[src/rtl/cpu_types_pkg.sv]
// Shared CPU datapath types: register index and forwarding scoreboard entry.
package cpu_types_pkg;

  typedef logic [4:0] regbits_t;

  typedef struct packed {
    logic     valid;
    logic     wen;
    regbits_t dest;
    logic     load;
  } fwd_entry_t;

  localparam int FWD_ENTRY_W = $bits(fwd_entry_t);

endpackage

[src/rtl/fwd_scoreboard_lookup.sv]
// Per-operand bypass lookup: finds the youngest in-flight producer of one source
// register and reports whether its data is not yet forwardable.
module fwd_lookup
  import cpu_types_pkg::*;
#(
  parameter int DEPTH      = 3,
  parameter int LOAD_STAGE = 2,
  parameter int SELW       = 2
) (
  input  logic [DEPTH*FWD_ENTRY_W-1:0] i_entries,
  input  logic [4:0]                   i_src,
  output logic [SELW-1:0]              o_sel,
  output logic                         o_unready
);

  fwd_entry_t w_ent;

  // i_entries holds stages 1..DEPTH (EX excluded); scan oldest first so the
  // youngest match is the last one written.
  always_comb begin
    o_sel     = '0;
    o_unready = 1'b0;
    w_ent     = '0;
    for (int k = DEPTH; k >= 1; k--) begin
      w_ent = fwd_entry_t'(i_entries[(k-1)*FWD_ENTRY_W +: FWD_ENTRY_W]);
      if (w_ent.valid && w_ent.wen && (w_ent.dest != '0) && (w_ent.dest == i_src)) begin
        o_sel     = SELW'(k);
        o_unready = w_ent.load && (k < LOAD_STAGE);
      end
    end
  end

endmodule

[src/rtl/fwd_scoreboard.sv]
// Forwarding/hazard unit: shift-register scoreboard of in-flight writes from EX
// through DEPTH stages, per-source bypass selects, bubble insertion, stall counter.
module fwd_scoreboard
  import cpu_types_pkg::*;
#(
  parameter int NSRC       = 2,
  parameter int DEPTH      = 3,
  parameter int LOAD_STAGE = 2,
  parameter int CNTW       = 16
) (
  input  logic                                CLK,
  input  logic                                RST,
  input  logic                                issue_valid,
  input  logic                                issue_wen,
  input  logic [4:0]                          issue_dest,
  input  logic                                issue_load,
  input  logic                                flush,
  input  logic                                freeze,
  input  logic [NSRC*5-1:0]                   src_reg,
  output logic [NSRC*$clog2(DEPTH+1)-1:0]     sel,
  output logic                                hazard,
  output logic [CNTW-1:0]                     stall_cnt
);

  localparam int SELW = $clog2(DEPTH+1);

  fwd_entry_t                   r_sb [DEPTH:0];
  logic [CNTW-1:0]              r_cnt;
  logic [DEPTH*FWD_ENTRY_W-1:0] w_older;
  logic [NSRC-1:0]              w_unready;

  always_comb begin
    w_older = '0;
    for (int k = 1; k <= DEPTH; k++) begin
      w_older[(k-1)*FWD_ENTRY_W +: FWD_ENTRY_W] = r_sb[k];
    end
  end

  for (genvar s = 0; s < NSRC; s++) begin : g_src
    fwd_lookup #(
      .DEPTH      (DEPTH),
      .LOAD_STAGE (LOAD_STAGE),
      .SELW       (SELW)
    ) u_lookup (
      .i_entries (w_older),
      .i_src     (src_reg[s*5 +: 5]),
      .o_sel     (sel[s*SELW +: SELW]),
      .o_unready (w_unready[s])
    );
  end

  assign hazard    = |w_unready;
  assign stall_cnt = r_cnt;

  // On a hazard the EX instruction holds and a bubble enters stage 1 while
  // older producers keep draining toward WB.
  always_ff @(posedge CLK) begin
    if (RST) begin
      for (int k = 0; k <= DEPTH; k++) begin
        r_sb[k] <= '0;
      end
      r_cnt <= '0;
    end else if (!freeze) begin
      if (hazard) begin
        for (int k = DEPTH; k >= 2; k--) begin
          r_sb[k] <= r_sb[k-1];
        end
        r_sb[1] <= '0;
        if (r_cnt != {CNTW{1'b1}}) begin
          r_cnt <= r_cnt + 1'b1;
        end
      end else begin
        for (int k = DEPTH; k >= 1; k--) begin
          r_sb[k] <= r_sb[k-1];
        end
        r_sb[0] <= '{valid: issue_valid & ~flush,
                     wen:   issue_wen,
                     dest:  issue_dest,
                     load:  issue_load};
      end
    end
  end

endmodule

[config.mk]
export PLATFORM = sky130hd
export DESIGN_NAME = fwd_scoreboard
export DESIGN_NICKNAME = d
export VERILOG_FILES = /design/src/rtl/cpu_types_pkg.sv /design/src/rtl/fwd_scoreboard_lookup.sv /design/src/rtl/fwd_scoreboard.sv
export SDC_FILE = /design/constraint.sdc
export NUM_CORES = 1
export LEC_CHECK = 0
export BUFFER_PORTS_ARGS = -buffer_cell sky130_fd_sc_hd__buf_2
export CORE_AREA = 2 2 83 85
export DETAILED_ROUTE_END_ITERATION = 10
export DIE_AREA = 0 0 85 87
export PLACE_DENSITY = 0.58
export SYNTH_ARGS = -nofsm -noshare
export SYNTH_HDL_FRONTEND = slang
export SYNTH_SLANG_ARGS = --single-unit
[constraint.sdc]
create_clock -name CLK -period 2.9 [get_ports CLK]
set_input_delay 0.29 -clock CLK [delete_from_list [all_inputs] [get_ports CLK]]
set_output_delay 0.29 -clock CLK [all_outputs]
set_load 0.01 [all_outputs]
# Yosys cells after proc, flatten, opt, wreduce, memory -nomap -nowiden
# Memory sizes are Yosys's and may differ from the RTL's.
# Index checks and enable logic that the tools add are counted.
# W data, S select, Z words.
[totals]
ff_bits = 16
latchBits = 0
mem_bits_rw = 32
romBits = 0
input_bits = 22
output_inout_bits = 21
word_cells = 62
n_memories = 1
[memory_table]
columns = ["name", "words", "word_bits", "read_ports", "rd_ports_with_merged_regs", "write_ports", "line_no", "text"]
rows = [
  ["r_sb", 4, 8, 4, 0, 4, "fwd_scoreboard.sv:27", "fwd_entry_t r_sb [DEPTH:0];"],
]
[op_classes]
addsub = 1
multipliers = 0
div = 0
order_cmp = 0
eq_ne = 7
n_shift = 0
mux = 25
bitwise = 10
n_reduce_logical = 17
[op_table]
columns = ["op", "count"]
rows = [
  ["$mux W8", 7],
  ["$eq A5 B5 Y1", 6],
  ["$add A16 B1 Y16 const B", 1],
  ["$ne A16 B16 Y1 const B", 1],
  ["$reduce_bool A5 Y1", 3],
  ["$logic_and A1 B1 Y1", 12],
  ["$mux W1", 12],
  ["$mux W2", 6],
  ["$or A1 B1 Y1", 7],
  ["$reduce_and A3 Y1", 1],
  ["$not A1 Y1", 2],
  ["$reduce_or A2 Y1", 1],
  ["$and A1 B1 Y1", 1],
]

# Logic depth before layout (Yosys ltp)
# Gate-level depths: netlist (run 1).
[logic_depth]
word_depth = 11
mapped_depth = 8

# Modules after synthesis
# From an unflattened synthesis (run 1), not the netlist that was laid out.
[hier_totals]
cells_unflattened = 264
hier_area_um2 = 2576.2
[by_module_without_submodules]
columns = ["module", "n_inst", "cells_each", "area_each_um2", "seq_area_each_um2"]
rows = [
  ["fwd_scoreboard", 1, 194, 2065.7, 1201.2],
  ["fwd_lookup", 2, 35, 255.2, 0.0],
]

# Worst setup path after synthesis (run 1)
# OpenSTA, ideal clock, no wires.
[synth_timing]
path_kind = "reg-to-reg"
startpoint = "mem r_sb[1][2] (netlist name)"
endpoint = "mem r_sb[0][0] (netlist name), enable pin"
setup_time_ns = 0.384
arrival_time_ns = 1.985
required_time_ns = 2.516
path_slack_ns = 0.531
stages_incl_launch_ff = 5
period_less_slack_ns = 2.369
path_cell_list = "dfxtp_1 -> or4_4 -> o211a_1 -> and3_1 -> o21ai_0"
[synth_rtl]
columns = ["item", "line_no"]
rows = [
  ["start: declaration", "fwd_scoreboard.sv:27"],
]

==> flow_summary_export.csv, run 1 <==
group,metric,value,unit
cells_and_area,final_area,2851,µm²
timing,finalSetupTns,0,ps
synth,synth_nets,265,
synth,syn_avg_cell_area,10.34,µm²
drt,wl_per_cell,15.06,µm
timing,grt_setup_unrepaired,"no",
timing,skew,9.545,ps
critical_path,worst-path-max-fanout,20,
power,power_frac_comb,10.4,%
power,power.total,1.276,mW
critical_path,crit_family,"compound AO/OA/AOI/OAI gates",
die,core_area,6569,µm²
critical_path,cp-start-kind,"flop",
drt,routed_wl,5.450,mm
global_routing,use_met2,24.36,%
critical_path,cp_cell_sequence,"or4_4 -> o211ai_4 -> a311o_1 -> nor3b_1 -> mux2_1",
drt,drtPass1Iterations,4,
clock_network,cts_hold_buf,0,
timing,setup_viol,0,
power,ir_worst_vdd,0.0002021,V
synth,netlist_area,2501,µm²
critical_path,worstPathRequired,3100,ps
clock_network,clkSlewWorstSetupHoldPaths,90,ps
global_routing,grt_overflow,0,
die,io-pin-count,43,
clock_network,cts_tree,"yes",
die,dieWidth,85,µm
placed_design,gp_congestion,0.8250,
power,p_per_area,447.3,nW/µm²
critical_path,cp_slowest_stage_delay,600,ps
power,switching_share,24.10,%
placed_design,hpwlAfterDp,3.950,mm
drt,avgViaCountPerCell,5.401,
synth,ys_warn_count,0,
timing,relSlewSlack,37.01,%
power,switchingPower,0.3074,mW
global_routing,gr-usage-met3,2.559,%
cells_and_area,stdcell_count,362,
synth,ys_seq_elements,46,
clock_network,cts_buffers,5,
timing,slew_violations,0,
worst_hold_path,hp-start,"issue_dest[3]",
clock_network,ctsResizeCount,0,
cells_and_area,diodes,0,
global_routing,grt_max_degree,31,
flow_run,maxCapViolations,0,
global_routing,grt_pass1_vias,1802,
timing,timing.hold.ws,263.3,ps
critical_path,timing.critical_path.buf_inv,0,
die,start_util,38.08,%
global_routing,grtUsageMet1,21.59,%
placed_design,placed_area,2761,µm²
cells_and_area,syn2layout_area_growth,14.01,%
placed_design,io_buffers,42,
die,rows,30,
outcome,status,"finished clean",
power,intPower,0.9681,mW
critical_path,crit_slowest_cell,"a311o_1",
die,chipHeight,87,µm
global_routing,antenna_found_initial,0,
timing,fmax,0.4208,GHz
drt,routed-via-count,1955,
global_routing,top_usage_layer,"met2",
timing,post-route-period-util,81.94,%
power,p_clk_share,31.7,%
clock_network,cts_num_sinks,46,
clock_network,cts_max_level,2,
critical_path,critPathCaptureType,"flop",
synth,synthArstFlopShare,0,%
global_routing,grt_pass1_wl,9.094,mm
worst_hold_path,hold_class,"in2reg",
critical_path,reg2reg_from,"r_sb[1][2]",
clock_network,cts-root-buf,"clkbuf_8",
synth,yosysSeqAreaShare,45.62,%
clock_network,cts_setup_buffers,0,
power,p_seq_share,57.9,%
synth,synth_cell_types,48,
critical_path,crit_type,"reg2reg",
timing,report.final.hold_viol_count,0,
clock_network,worstSkewPairLatency,300,ps
power,p_leak,1.071,nW
timing,period_needed,2376,ps
critical_path,arrival,2570,ps
placed_design,dp.cells,354,
synth,ys.flop_type,"dfxtp_1",
synth,syn_inst,242,
global_routing,grt.total_usage,15.37,%
cells_and_area,final_net_count,304,
clock_network,clockBufferDepth,2,
timing,tightest_slew,943.6,ps
synth,synth_edf_count,22,
critical_path,crit_start,"r_sb[1][2]",
die,die_area,7395,µm²
cells_and_area,final_layout_size_suffix_gt1_share,19.15,%
drt,drc,0,
drt,ant_nets,0,
drt,drtIter0Drc,138,
## per-stage QoR
stage / util, % / setup slack, ps
2_1_floorplan: - / 531.1
3_3_place_gp: 42.04 / 574.9
3_5_place_dp: 42.04 / 526.0
4_1_cts: 43.41 / 516.3
5_1_grt: 43.41 / 394.5
6_report: 43.41 / 523.7
## sequential cells by signal, indices dropped and copies added, names as in the netlist
| register | flops |
|---|---|
| stall_cnt | 16 |
| r_sb | 30 |
## path summary, 6_finish.rpt
| check | endpoint | slack (ps) | cells past startpoint |
|---|---|---|---|
| setup / recovery | stall_cnt[5] | 520 | 5 |
| hold / removal | r_sb[0][4] | 260 | 2 |
| setup reg to reg | stall_cnt[5] | 520 | 5 |
| hold reg to reg | r_sb[1][0] | 450 | 1 |
## Yosys cell counts (3+ instances only)
cell type	instances	area [µm²]
dfxtp_1	24	480.5
and2_1	23	143.9
edfxtp_1	22	660.6
xnor2_1	20	175.2
a21oi_1	14	70.07
nand3_1	14	70.07
or4_1	14	105.1
o31ai_1	11	82.58
nor2_1	10	37.54
xor2_1	10	87.58
nand2_1	9	33.78
a22o_1	7	61.31
a32o_1	7	70.07
clkbuf_1	6	22.52
nor4_1	4	25.02
and4_1	3	26.28
buf_2	3	15.01
inv_1	3	11.26
nor2b_1	3	18.77
## cell families (layout without fill, tap and decap cells)
group	after synthesis	in the layout	synth area share (%)
multiplexers	3	3	1.301
AO/OA/AOI/OAI	53	53	16.26
AND/OR/NAND/NOR	94	94	22.76
XOR/XNOR	30	30	10.51
flip-flops	46	46	45.62
adder cells (fa/ha/maj)	1	1	0.5002
buffers and inverters	15	55	3.051
## layer usage
metal	share of wire (%)	vias up	wire length, µm
li1	-	1000	-
met1	49	911	2672
met2	46	38	2515
met3	3.4	6	186
met4	1.4	0	75
met5	0	-	0
## layout by cell type, fill, tap and decap left out, types with 2 or more instances in the layout
cell type and n:
buf_2 42, dfxtp_1 24, and2_1 23, edfxtp_1 22, xnor2_1 20, nand3_1 14
or4_1 14, a21oi_1 14, o31ai_1 11, xor2_1 10, nor2_1 10, nand2_1 9
a22o_1 7, a32o_1 7, clkbuf_8 6, nor4_1 4, inv_1 3, nor2b_1 3
and4_1 3, and3_1 2, o21ai_0 2, o211ai_1 2, nor3_1 2, nand4_1 2
clkbuf_1 2, buf_4 2
## area by class of cell
cell class | count | area (µm²)
fill | 644 | 3717
inverter | 3 | 11.26
tap | 80 | 100.1
sequential | 46 | 1141
clock buffer | 8 | 90.09
multi-input combinational | 181 | 1284
timing repair buffer | 44 | 225.2
## power by group through the flow
| stage | registers (mW) | logic (mW) | clock network, mW |
|---|---|---|---|
| final | 0.738 | 0.133 | 0.405 |
| after global routing | 0.744 | 0.148 | 0.445 |
| after CTS | 0.739 | 0.134 | 0.421 |
| after detailed placement | 0.754 | 0.133 | 0 |
| after global placement | 0.753 | 0.131 | 0 |
| after floorplan | 0.742 | 0.0969 | 0 |
No activity file was read; power rests on OpenSTA's default activity.
==> run 2, diff against run 1 <==
PLACE_DENSITY = 0.61   (was 0.58)
clock period = 2.1 ns   (was 2.9 ns; I/O delays follow)
==> run 2 against run 1 <==
The flow now finishes with violations (negative setup slack); first-iteration DRC count shrank 14%; sequential cell count did not move; total power rose by 47%; final cell count is 7.2% higher; setup slack got worse by 650 ps; via count is 6.3% higher; combinational power is 65% higher; count of clock-buffer cells in the layout decreased by 1.
==> flow_summary_export.csv, run 2 (same netlist as run 1, synthesis figures left out) <==
group,metric,value,unit
die,chipHeight,87,µm
clock_network,cts_tree,"yes",
critical_path,reg2reg_from,"stall_cnt[0]",
outcome,violations,"negative setup slack",
critical_path,arrival,2020,ps
placed_design,io_buffers,42,
cells_and_area,largest_reg_flops,30,
cells_and_area,postLayoutCoreUtil,48.06,%
cells_and_area,final_cell_mix,"buf_2, buf_4, and2_1, edfxtp_1, dfxtp_1",
die,die_area,7395,µm²
clock_network,cts_max_level,2,
cells_and_area,area.sequential,1146,µm²
critical_path,timing.critical_path.buf_inv,2,
drt,drtPass1Iterations,4,
drt,ant_nets,0,
timing,finalSetupTns,-395.1,ps
critical_path,worstPathRequired,1890,ps
timing,report.final.hold_viol_count,0,
critical_path,crit_slowest_cell,"or4_1",
flow_run,maxCapViolations,0,
die,rows,30,
cells_and_area,syn2layout_area_growth,26.21,%
critical_path,cp_slowest_stage_delay,530,ps
clock_network,cts_num_sinks,46,
critical_path,cp-start-kind,"flop",
power,p_per_area,594.8,nW/µm²
cells_and_area,largest_register,"r_sb",
global_routing,grt_overflow,0,
critical_path,crit_family,"simple AND/OR/NAND/NOR gates",
timing,skew,5.539,ps
timing,fmax,0.4487,GHz
power,p_leak,1.223,nW
global_routing,grt_pass1_wl,8.894,mm
worst_hold_path,hold_class,"in2reg",
timing,period_needed,2229,ps
power,ir_worst_vdd,0.0003347,V
die,start_util,38.08,%
drt,avgViaCountPerCell,5.358,
cells_and_area,final_net_count,330,
timing,post-route-period-util,106.1,%
clock_network,cts-root-buf,"clkbuf_8",
placed_design,gp_congestion,0.8299,
critical_path,crit_type,"reg2out",
clock_network,clkSlewWorstSetupHoldPaths,80,ps
die,dieWidth,85,µm
timing,relSlewSlack,56.96,%
clock_network,worstSkewPairLatency,290,ps
drt,routed-via-count,2079,
clock_network,clockBufferDepth,2,
worst_hold_path,hp-start,"issue_load",
critical_path,crit_start,"r_sb[2][1]",
global_routing,grt.total_usage,15.03,%
drt,drtIter0Drc,119,
drt,routed_wl,5.692,mm
global_routing,grt_pass1_vias,1796,
critical_path,worst-path-max-fanout,3,
critical_path,critPathCaptureType,"output pin",
die,io-pin-count,43,
timing,grt_setup_unrepaired,"yes",
cells_and_area,fillers,619,
global_routing,antenna_found_initial,0,
critical_path,cp_cell_sequence,"buf_4 -> xnor2_2 -> nand3_1 -> or4_1 -> nor2b_1 -> nor2_1 -> buf_2",
cells_and_area,final_layout_size_suffix_gt1_share,32.14,%
global_routing,grt_max_degree,24,
timing,tightest_slew,644.0,ps
timing,setup_ws,-128.6,ps
drt,wl_per_cell,14.67,µm
die,core_area,6569,µm²
drt,drc,0,
timing,setup_viol,4,
outcome,status,"finished, violations left",
cells_and_area,multiInputGateArea,1371,µm²
timing,slew_violations,0,
placed_design,hpwlAfterDp,4.113,mm
cells_and_area,final_common_cell,"buf_2",
cells_and_area,diodes,0,
clock_network,cts_buffers,5,
run 2: cell types whose count changed in the layout (fill, tap and decap cells not counted), moves of 2 or more:
cell / change
a21oi_2: +3
buf_6: +3
dfxtp_1: -4
dfxtp_2: +4
or4_4: +3
or4_1: -3
xnor2_2: +2
a21oi_1: -3
xnor2_1: -2
buf_4: +21
run 2: metal layers:
metal  vias to the layer above  wire, µm  GRT usage [%]
met5                         -         0              0
met2                        56      2655          24.22
li1                       1049         -              -
met4                         0        70          3.896
met1                       967      2705          20.93
met3                         7       261          2.749
run 2: through the flow:
step	cells	power, mW	worst slack, ps	hold slack, ps	area, µm²
after detailed placement	372	1.236	-10.63	442.3	2900
after CTS	382	1.879	-149.8	178.9	3043
after global placement	372	1.230	48.85	439.4	2900
after global routing	388	1.954	-252.5	184.3	3157
final	388	1.878	-128.6	185.7	3157
after floorplan	242	1.160	32.68	408.2	2505
run 2: path summary, 6_finish.rpt:
path,slack (ps),cells past startpoint,end
worst max-delay path,-130,7,sel[3]
worst min-delay path,190,2,r_sb[0][0]
worst min register to register,460,1,r_sb[1][0]
worst max register to register,50,7,stall_cnt[2]
run 2: what timing repair did:
item,in CTS,in global routing
endpoints found under the setup margin,7,35
setup buffers,2,4
gates cloned,0,2
hold buffers,0,0
gates resized for setup,5,18
pin swaps,6,4
run 2: layout make-up:
type | count | area share (%)
clock buffers | 7 | 2.418
clock inverters | 1 | 0.9512
flip-flops and latches | 46 | 36.31
repair buffers | 69 | 13.36
multi-input cells | 182 | 43.44
well taps | 80 | 3.171
inverters | 3 | 0.3567
run 2: report_power, final:
part	internal [mW]	switching, mW	total [mW]
clock	0.356	0.286	0.642
sequential	0.979	0.0365	1.02
combinational	0.113	0.107	0.220
